File: config.mk
export PLATFORM = sky130hd
export DESIGN_NAME = ex_wb_stage_flat
export DESIGN_NICKNAME = d
export VERILOG_FILES = /design/src/rtl/ex_wb_stage_pkg.sv /design/src/rtl/ex_wb_stage_if.sv /design/src/rtl/ex_wb_stage_skid_buf.sv /design/src/rtl/ex_wb_stage.sv /design/src/flat_wrapper.sv
export SDC_FILE = /design/constraint.sdc
export NUM_CORES = 1
export LEC_CHECK = 0
export BUFFER_PORTS_ARGS = -buffer_cell sky130_fd_sc_hd__buf_2
export CAP_MARGIN = 20
export CORE_MARGIN = 10
export CORE_UTILIZATION = 45
export DETAILED_ROUTE_END_ITERATION = 10
export PLACE_DENSITY = 0.72
export SLEW_MARGIN = 20
export SYNTH_ARGS = -nofsm -noshare
export SYNTH_HDL_FRONTEND = slang
export SYNTH_HIERARCHICAL = 1
export SYNTH_SLANG_ARGS = --single-unit
File: constraint.sdc
create_clock -name clock -period 3.5 [get_ports clock]
set_clock_uncertainty 0.05 [all_clocks]
set_input_delay 0.525 -clock clock [delete_from_list [all_inputs] [get_ports clock]]
set_output_delay 0.525 -clock clock [all_outputs]
set_load 0.005 [all_outputs]
File: src/rtl/ex_wb_stage_pkg.sv
// Shared definitions for the EX->WB stage: opcode encodings, opcode class helpers,
// flag bit indices and datapath width defaults.
package ex_wb_stage_pkg;

  localparam int unsigned DW_DEF = 16;
  localparam int unsigned RW_DEF = 3;

  localparam logic [15:0] Zero16 = 16'h0000;

  // Opcode encodings
  localparam logic [4:0] OpAdd = 5'h00;
  localparam logic [4:0] OpAdc = 5'h01;
  localparam logic [4:0] OpSub = 5'h02;
  localparam logic [4:0] OpSbc = 5'h03;
  localparam logic [4:0] OpCmp = 5'h04;
  localparam logic [4:0] OpAnd = 5'h08;
  localparam logic [4:0] OpOr  = 5'h09;
  localparam logic [4:0] OpXor = 5'h0a;
  localparam logic [4:0] OpNot = 5'h0b;
  localparam logic [4:0] OpShl = 5'h0c;
  localparam logic [4:0] OpShr = 5'h0d;
  localparam logic [4:0] OpMov = 5'h10;

  // Bit positions inside the architectural flag vector
  localparam int unsigned FlagZf = 0;
  localparam int unsigned FlagNf = 1;
  localparam int unsigned FlagCf = 2;

  function automatic logic is_add_op(logic [4:0] op);
    return (op == OpAdd) || (op == OpAdc);
  endfunction

  function automatic logic is_sub_op(logic [4:0] op);
    return (op == OpSub) || (op == OpSbc) || (op == OpCmp);
  endfunction

endpackage

File: src/rtl/ex_wb_stage_if.sv
// Writeback channel between the EX->WB stage (master) and the register file (slave).
//   valid/ready : handshake for the head queue entry
//   rd/data/we  : destination register, write data, write enable of the head entry
interface ex_wb_stage_if
  import ex_wb_stage_pkg::*;
#(
  parameter int unsigned DW = DW_DEF,
  parameter int unsigned RW = RW_DEF
);
  logic          valid;
  logic          ready;
  logic [RW-1:0] rd;
  logic [DW-1:0] data;
  logic          we;

  modport master (output valid, rd, data, we, input ready);
  modport slave  (input valid, rd, data, we, output ready);
endinterface

File: src/rtl/ex_wb_stage_skid_buf.sv
// Two-entry skid queue toward register-file writeback.
//   clock, rst_n           : clock, async active-low reset
//   flush                  : empties the queue next cycle, drops a same-cycle push
//   in_valid/in_ready      : push handshake (in_ready registered, low only while full)
//   in_rd/in_data/in_we    : pushed entry
//   wb                     : head entry toward the register file
//   fwd_valid/rd/data      : newest queued entry, valid only when it writes a register
module ex_wb_stage_skid_buf
  import ex_wb_stage_pkg::*;
#(
  parameter int unsigned DW = DW_DEF,
  parameter int unsigned RW = RW_DEF
) (
  input  logic          clock,
  input  logic          rst_n,
  input  logic          flush,
  input  logic          in_valid,
  output logic          in_ready,
  input  logic [RW-1:0] in_rd,
  input  logic [DW-1:0] in_data,
  input  logic          in_we,
  ex_wb_stage_if.master wb,
  output logic          fwd_valid,
  output logic [RW-1:0] fwd_rd,
  output logic [DW-1:0] fwd_data
);

  typedef struct packed {
    logic [RW-1:0] rd;
    logic [DW-1:0] data;
    logic          we;
  } entry_t;

  typedef enum logic [1:0] {StEmpty, StOne, StFull} state_e;

  state_e state_q;
  entry_t head_q, tail_q, in_e, newest;
  logic   ready_q, acc, pop;

  always_comb begin
    in_e      = '0;
    in_e.rd   = in_rd;
    in_e.data = in_data;
    in_e.we   = in_we;
  end

  assign acc = in_valid & ready_q & ~flush;
  assign pop = (state_q != StEmpty) & wb.ready & ~flush;

  // Vacated slots are zeroed so idle outputs read as zero.
  always_ff @(posedge clock or negedge rst_n) begin
    if (!rst_n) begin
      state_q <= StEmpty;
      head_q  <= '0;
      tail_q  <= '0;
      ready_q <= 1'b1;
    end else if (flush) begin
      state_q <= StEmpty;
      head_q  <= '0;
      tail_q  <= '0;
      ready_q <= 1'b1;
    end else begin
      unique case (state_q)
        StEmpty: begin
          if (acc) begin
            head_q  <= in_e;
            state_q <= StOne;
          end
        end
        StOne: begin
          if (acc && pop) begin
            head_q <= in_e;
          end else if (acc) begin
            tail_q  <= in_e;
            state_q <= StFull;
            ready_q <= 1'b0;
          end else if (pop) begin
            head_q  <= '0;
            state_q <= StEmpty;
          end
        end
        StFull: begin
          // ready_q is low here, so only a pop can happen
          if (pop) begin
            head_q  <= tail_q;
            tail_q  <= '0;
            state_q <= StOne;
            ready_q <= 1'b1;
          end
        end
        default: begin
          state_q <= StEmpty;
          ready_q <= 1'b1;
        end
      endcase
    end
  end

  assign in_ready = ready_q;

  assign wb.valid = (state_q != StEmpty);
  assign wb.rd    = head_q.rd;
  assign wb.data  = head_q.data;
  assign wb.we    = head_q.we;

  assign newest    = (state_q == StFull) ? tail_q : head_q;
  assign fwd_valid = (state_q != StEmpty) & newest.we;
  assign fwd_rd    = newest.rd;
  assign fwd_data  = newest.data;

endmodule

File: src/rtl/ex_wb_stage.sv
// EX->WB stage: captures ALU results into a 2-entry writeback skid queue, keeps the
// architectural flags (committed at accept, in program order) and feeds CF back to the ALU.
// Optional macro OVERFLOW_FLAG_EN adds the signed-overflow flag vf; otherwise vf is tied 0.
//   clock, rst_n, flush     : clock, async active-low reset, pipeline flush
//   ex_valid/ex_ready       : EX handshake (ex_ready registered)
//   ex_op/rd/we/setf        : instruction info; alu_res/alu_cf/alu_a_msb/alu_b_msb: ALU outputs
//   cf_to_alu, zf/nf/cf/vf  : flag outputs
//   wb                      : writeback channel (master)
//   fwd_valid/rd/data       : bypass tap of the newest queued entry
module ex_wb_stage
  import ex_wb_stage_pkg::*;
#(
  parameter int unsigned DW = DW_DEF,
  parameter int unsigned RW = RW_DEF
) (
  input  logic          clock,
  input  logic          rst_n,
  input  logic          flush,
  input  logic          ex_valid,
  output logic          ex_ready,
  input  logic [4:0]    ex_op,
  input  logic [RW-1:0] ex_rd,
  input  logic          ex_we,
  input  logic          ex_setf,
  input  logic [DW-1:0] alu_res,
  input  logic          alu_cf,
  input  logic          alu_a_msb,
  input  logic          alu_b_msb,
  output logic          cf_to_alu,
  output logic          zf,
  output logic          nf,
  output logic          cf,
  output logic          vf,
  ex_wb_stage_if.master wb,
  output logic          fwd_valid,
  output logic [RW-1:0] fwd_rd,
  output logic [DW-1:0] fwd_data
);

  logic       accept, upd;
  logic [2:0] flags_q, flags_d;

  assign accept = ex_valid & ex_ready & ~flush;
  assign upd    = accept & ex_setf;

  ex_wb_stage_skid_buf #(
    .DW (DW),
    .RW (RW)
  ) u_skid (
    .clock     (clock),
    .rst_n     (rst_n),
    .flush     (flush),
    .in_valid  (ex_valid),
    .in_ready  (ex_ready),
    .in_rd     (ex_rd),
    .in_data   (alu_res),
    .in_we     (ex_we),
    .wb        (wb),
    .fwd_valid (fwd_valid),
    .fwd_rd    (fwd_rd),
    .fwd_data  (fwd_data)
  );

  always_comb begin
    flags_d = flags_q;
    if (upd) begin
      flags_d[FlagZf] = (alu_res == DW'(Zero16));
      flags_d[FlagNf] = alu_res[DW-1];
      flags_d[FlagCf] = alu_cf;
    end
  end

  always_ff @(posedge clock or negedge rst_n) begin
    if (!rst_n) begin
      flags_q <= '0;
    end else begin
      flags_q <= flags_d;
    end
  end

  assign zf        = flags_q[FlagZf];
  assign nf        = flags_q[FlagNf];
  assign cf        = flags_q[FlagCf];
  assign cf_to_alu = flags_q[FlagCf];

`ifdef OVERFLOW_FLAG_EN
  logic vf_q, vf_d;

  always_comb begin
    vf_d = vf_q;
    if (upd) begin
      if (is_add_op(ex_op)) begin
        vf_d = (alu_a_msb == alu_b_msb) & (alu_res[DW-1] != alu_a_msb);
      end else if (is_sub_op(ex_op)) begin
        vf_d = (alu_a_msb != alu_b_msb) & (alu_res[DW-1] != alu_a_msb);
      end else begin
        vf_d = 1'b0;
      end
    end
  end

  always_ff @(posedge clock or negedge rst_n) begin
    if (!rst_n) begin
      vf_q <= 1'b0;
    end else begin
      vf_q <= vf_d;
    end
  end

  assign vf = vf_q;
`else
  logic unused_ovf;
  assign unused_ovf = ^{ex_op, alu_a_msb, alu_b_msb};
  assign vf         = 1'b0;
`endif

endmodule

File: src/flat_wrapper.sv
// flat-port wrapper written by rule: the top's interface ports become plain ports
module ex_wb_stage_flat import ex_wb_stage_pkg::*;
#(
  parameter int unsigned DW = DW_DEF,
  parameter int unsigned RW = RW_DEF
)
  (clock, rst_n, flush, ex_valid, ex_ready, ex_op, ex_rd, ex_we, ex_setf, alu_res, alu_cf, alu_a_msb, alu_b_msb, cf_to_alu, zf, nf, cf, vf, fwd_valid, fwd_rd, fwd_data, wb_valid, wb_rd, wb_data, wb_we, wb_ready);
  ex_wb_stage_if #(.DW(DW), .RW(RW)) wb_i ();
  input  logic clock;
  input  logic rst_n;
  input  logic flush;
  input  logic ex_valid;
  output logic ex_ready;
  input  logic [4:0] ex_op;
  input  logic [RW-1:0] ex_rd;
  input  logic ex_we;
  input  logic ex_setf;
  input  logic [DW-1:0] alu_res;
  input  logic alu_cf;
  input  logic alu_a_msb;
  input  logic alu_b_msb;
  output logic cf_to_alu;
  output logic zf;
  output logic nf;
  output logic cf;
  output logic vf;
  output logic fwd_valid;
  output logic [RW-1:0] fwd_rd;
  output logic [DW-1:0] fwd_data;
  output wire logic [$bits(wb_i.valid)-1:0] wb_valid;
  output wire logic [$bits(wb_i.rd)-1:0] wb_rd;
  output wire logic [$bits(wb_i.data)-1:0] wb_data;
  output wire logic [$bits(wb_i.we)-1:0] wb_we;
  input wire logic [$bits(wb_i.ready)-1:0] wb_ready;
  assign wb_valid = wb_i.valid;
  assign wb_rd = wb_i.rd;
  assign wb_data = wb_i.data;
  assign wb_we = wb_i.we;
  assign wb_i.ready = wb_ready;
  ex_wb_stage #(.DW(DW), .RW(RW)) u_core (.clock(clock), .rst_n(rst_n), .flush(flush), .ex_valid(ex_valid), .ex_ready(ex_ready), .ex_op(ex_op), .ex_rd(ex_rd), .ex_we(ex_we), .ex_setf(ex_setf), .alu_res(alu_res), .alu_cf(alu_cf), .alu_a_msb(alu_a_msb), .alu_b_msb(alu_b_msb), .cf_to_alu(cf_to_alu), .zf(zf), .nf(nf), .cf(cf), .vf(vf), .wb(wb_i), .fwd_valid(fwd_valid), .fwd_rd(fwd_rd), .fwd_data(fwd_data));
endmodule
==> results.sh <==
export IMPL_grt_max_degree=47
export IMPL_ios=81
export IMPL_regToRegSetupSlack_ns=1.05
export IMPL_layout_nets=355
export IMPL_clockBufferDepth=2
export IMPL_final_setup_worst_slack_ns=1.05
export IMPL_synth_top_family_by_area="simple AND/OR/NAND/NOR gates"
export IMPL_drive_above_1_share=0.447
export IMPL_seq_area_frac_synth=0.440
export IMPL_path_max_fanout=20
export IMPL_ant_nets=0
export IMPL_hold_violations=0
export IMPL_cts_sinks=46
export IMPL_synthDistinctLibCells=35
export IMPL_routedWlPerCell_um=17.1
export IMPL_max_cap_violations=0
export IMPL_r2r_end="u_core/u_skid/wb.rd[0]"
export IMPL_ir_worst_vdd_mv=0.344
export IMPL_crit_path_start="u_core/u_skid/state_q[0]"
export IMPL_period_share=0.699
export IMPL_p_leak_uw=0.00150
export IMPL_synthXorXnorAreaFrac=0
export IMPL_instances_no_fill=390
export IMPL_start_kind="flop"
export IMPL_wl_um=6690
export IMPL_antenna_cells=0
export IMPL_rows=27
export IMPL_synthSimpleGateAreaFrac=0.194
export IMPL_cp_end_kind="flop"
export IMPL_root_buffer="clkbuf_8"
export IMPL_dr_pass1_iters=4
export IMPL_worstPathArrival_ns=2.61
export IMPL_async_flop_share=1.00
export IMPL_synth_edff_count=0
export IMPL_antenna_found_initial=0
export IMPL_cp_required_ns=3.66
export IMPL_cts_buffers=5
export IMPL_hold_class="in -> async"
export IMPL_use_met3=0.0482
export IMPL_drt_iter0_drc=101
export IMPL_grt_pass1_wl_um=10500
export IMPL_met2_usage=0.224
export IMPL_final_common_cell="buf_2"
export IMPL_synthesis_nets=292
export IMPL_first_global_vias=2117
export IMPL_cts_htree_levels=2
export IMPL_post_cts_buffers=0
export IMPL_synth_compound_area_frac=0.170
export IMPL_clk_latency_ns=0.30
export IMPL_synth_adder_area_share=0.0191
export IMPL_portBuffers=72
export IMPL_layout_common_cells="71 x buf_2, 45 x dfrtp_1, 43 x nand2_1, 26 x nor2_1"
export IMPL_dp_hpwl_um=4670
export IMPL_fin_setup_tns_ns=0
export IMPL_place_ws_ns=1.11
export IMPL_clkTransAtPathRegs_ns=0.09
export IMPL_timing_hold_ws_ns=0.169
export IMPL_synth_ff_type="dfrtp_1"
export IMPL_die_h_um=96.3
export IMPL_grtUsageMet1=0.183
export IMPL_avgSynthCellArea_um2=10.3
export IMPL_cts_tree="yes"
export IMPL_min_period_ns=2.45
export IMPL_drc=0
export IMPL_status="completed"
export IMPL_worstMarginPinSlew_ns=1.01
export IMPL_critical_path_class="reg -> reg"
export IMPL_slew_headroom=0.327
export IMPL_ys_ff_latch=46
export IMPL_die_area_um2=9270
export IMPL_netlist_area_um2=2620
export IMPL_fp_coreArea_um2=5570
export IMPL_syn_inst=254
export IMPL_syn_to_final_growth_pct=17.0
export IMPL_vias_per_cell=5.51
export IMPL_grt_util_all_layers=0.141
export IMPL_vias=2147
export IMPL_fmax_mhz=409
export IMPL_yosys_warnings=6
export IMPL_powerDensity_nw_per_um2=708
export IMPL_initial_core_util=0.470
export IMPL_grt_busiest_layer="met2"
export IMPL_routabilityCongestion=0.815
export IMPL_place_inst=382
export IMPL_power_uw=2170
export IMPL_cts_hold_buf=0
export IMPL_timing_rr_start="u_core/u_skid/state_q[0]"
export IMPL_rsz0062_at_grt="false"
export IMPL_reg2regPathDepth=6
export IMPL_drv_slew=0
export IMPL_ctsResizeCount=0
export IMPL_synthMuxAreaShare=0.111
export IMPL_finalSetupViolCount=0
export IMPL_grt_overflow=0
export IMPL_die_x_um=96.3
layout make-up:
type / instances / area (um2)
fillers: 494 / 2510
inverters: 5 / 18.8
clock inverters: 2 / 13.8
repair buffers: 78 / 408
multi-input cells: 181 / 1310
flip-flops and latches: 46 / 1150
well taps: 72 / 90.1
clock buffers: 6 / 72.6
through the flow:
step,util,cell area (um2)
final,0.549,3060
after global routing,0.549,3060
after CTS,0.549,3060
after detailed placement,0.534,2970
after global placement,0.534,2970
after floorplan,-,2620
report_power, final:
part | total [uW] | internal, uW | switching, uW
combinational | 1050 | 478 | 570
clock | 322 | 141 | 181
sequential | 798 | 682 | 116
worst max-delay path: stages, from the launching register on:
cell	delay [ns]
dfrtp_1	0.41
inv_1	0.09
ha_1	0.30
nand2b_4	0.23
o31ai_4	0.82
a221oi_1	0.21
nor3_1	0.24
cell families after synthesis:
logic type,after synthesis
AOI/OAI and AO/OA,48
adders and majority gates,4
other,1
and+or+nand+nor,103
DFF,46
buffers and inverters,27
muxes,25
sequential cells by signal (all words and copies together), names as in the netlist:
signal and flops:
u_core/u_skid/tail_q 20, u_core/u_skid/wb.data 16, u_core/flags_q 3, u_core/u_skid/wb.rd 3, u_core/u_skid/state_q 2, u_core/u_skid/in_ready 1, u_core/u_skid/wb.we 1
layer usage:
layer,routed length (um),up-vias
met3,617,4
li1,-,1032
met5,0,-
met4,29,0
met2,3120,68
met1,2920,1043
worst max-delay path by stage:
stage | end | slack [ns] | cells past startpoint
floorplan | fwd_data[10] | 1.62 | 5
global placement | u_core/u_skid/wb.data[5] | 1.16 | 6
detailed placement | u_core/u_skid/wb.data[15] | 1.11 | 6
CTS | u_core/u_skid/wb.data[15] | 1.08 | 6
global route | u_core/u_skid/wb.data[14] | 0.94 | 6
finish | u_core/u_skid/wb.rd[0] | 1.05 | 6
synthesized netlist by cell type, types with 4 or more instances:
| library cell | count | area (um2) |
|---|---|---|
| mux2_2 | 20 | 225 |
| clkbuf_1 | 7 | 26.3 |
| nor3_1 | 20 | 100 |
| dfrtp_1 | 45 | 1130 |
| nor2_1 | 26 | 97.6 |
| inv_1 | 5 | 18.8 |
| o21ai_2 | 20 | 175 |
| a221oi_1 | 17 | 149 |
| ha_1 | 4 | 50.1 |
| nor4_2 | 4 | 50.1 |
| buf_6 | 7 | 78.8 |
| buf_2 | 5 | 25.0 |
| nand2_1 | 43 | 161 |
(Power assumes the default switching activity.)
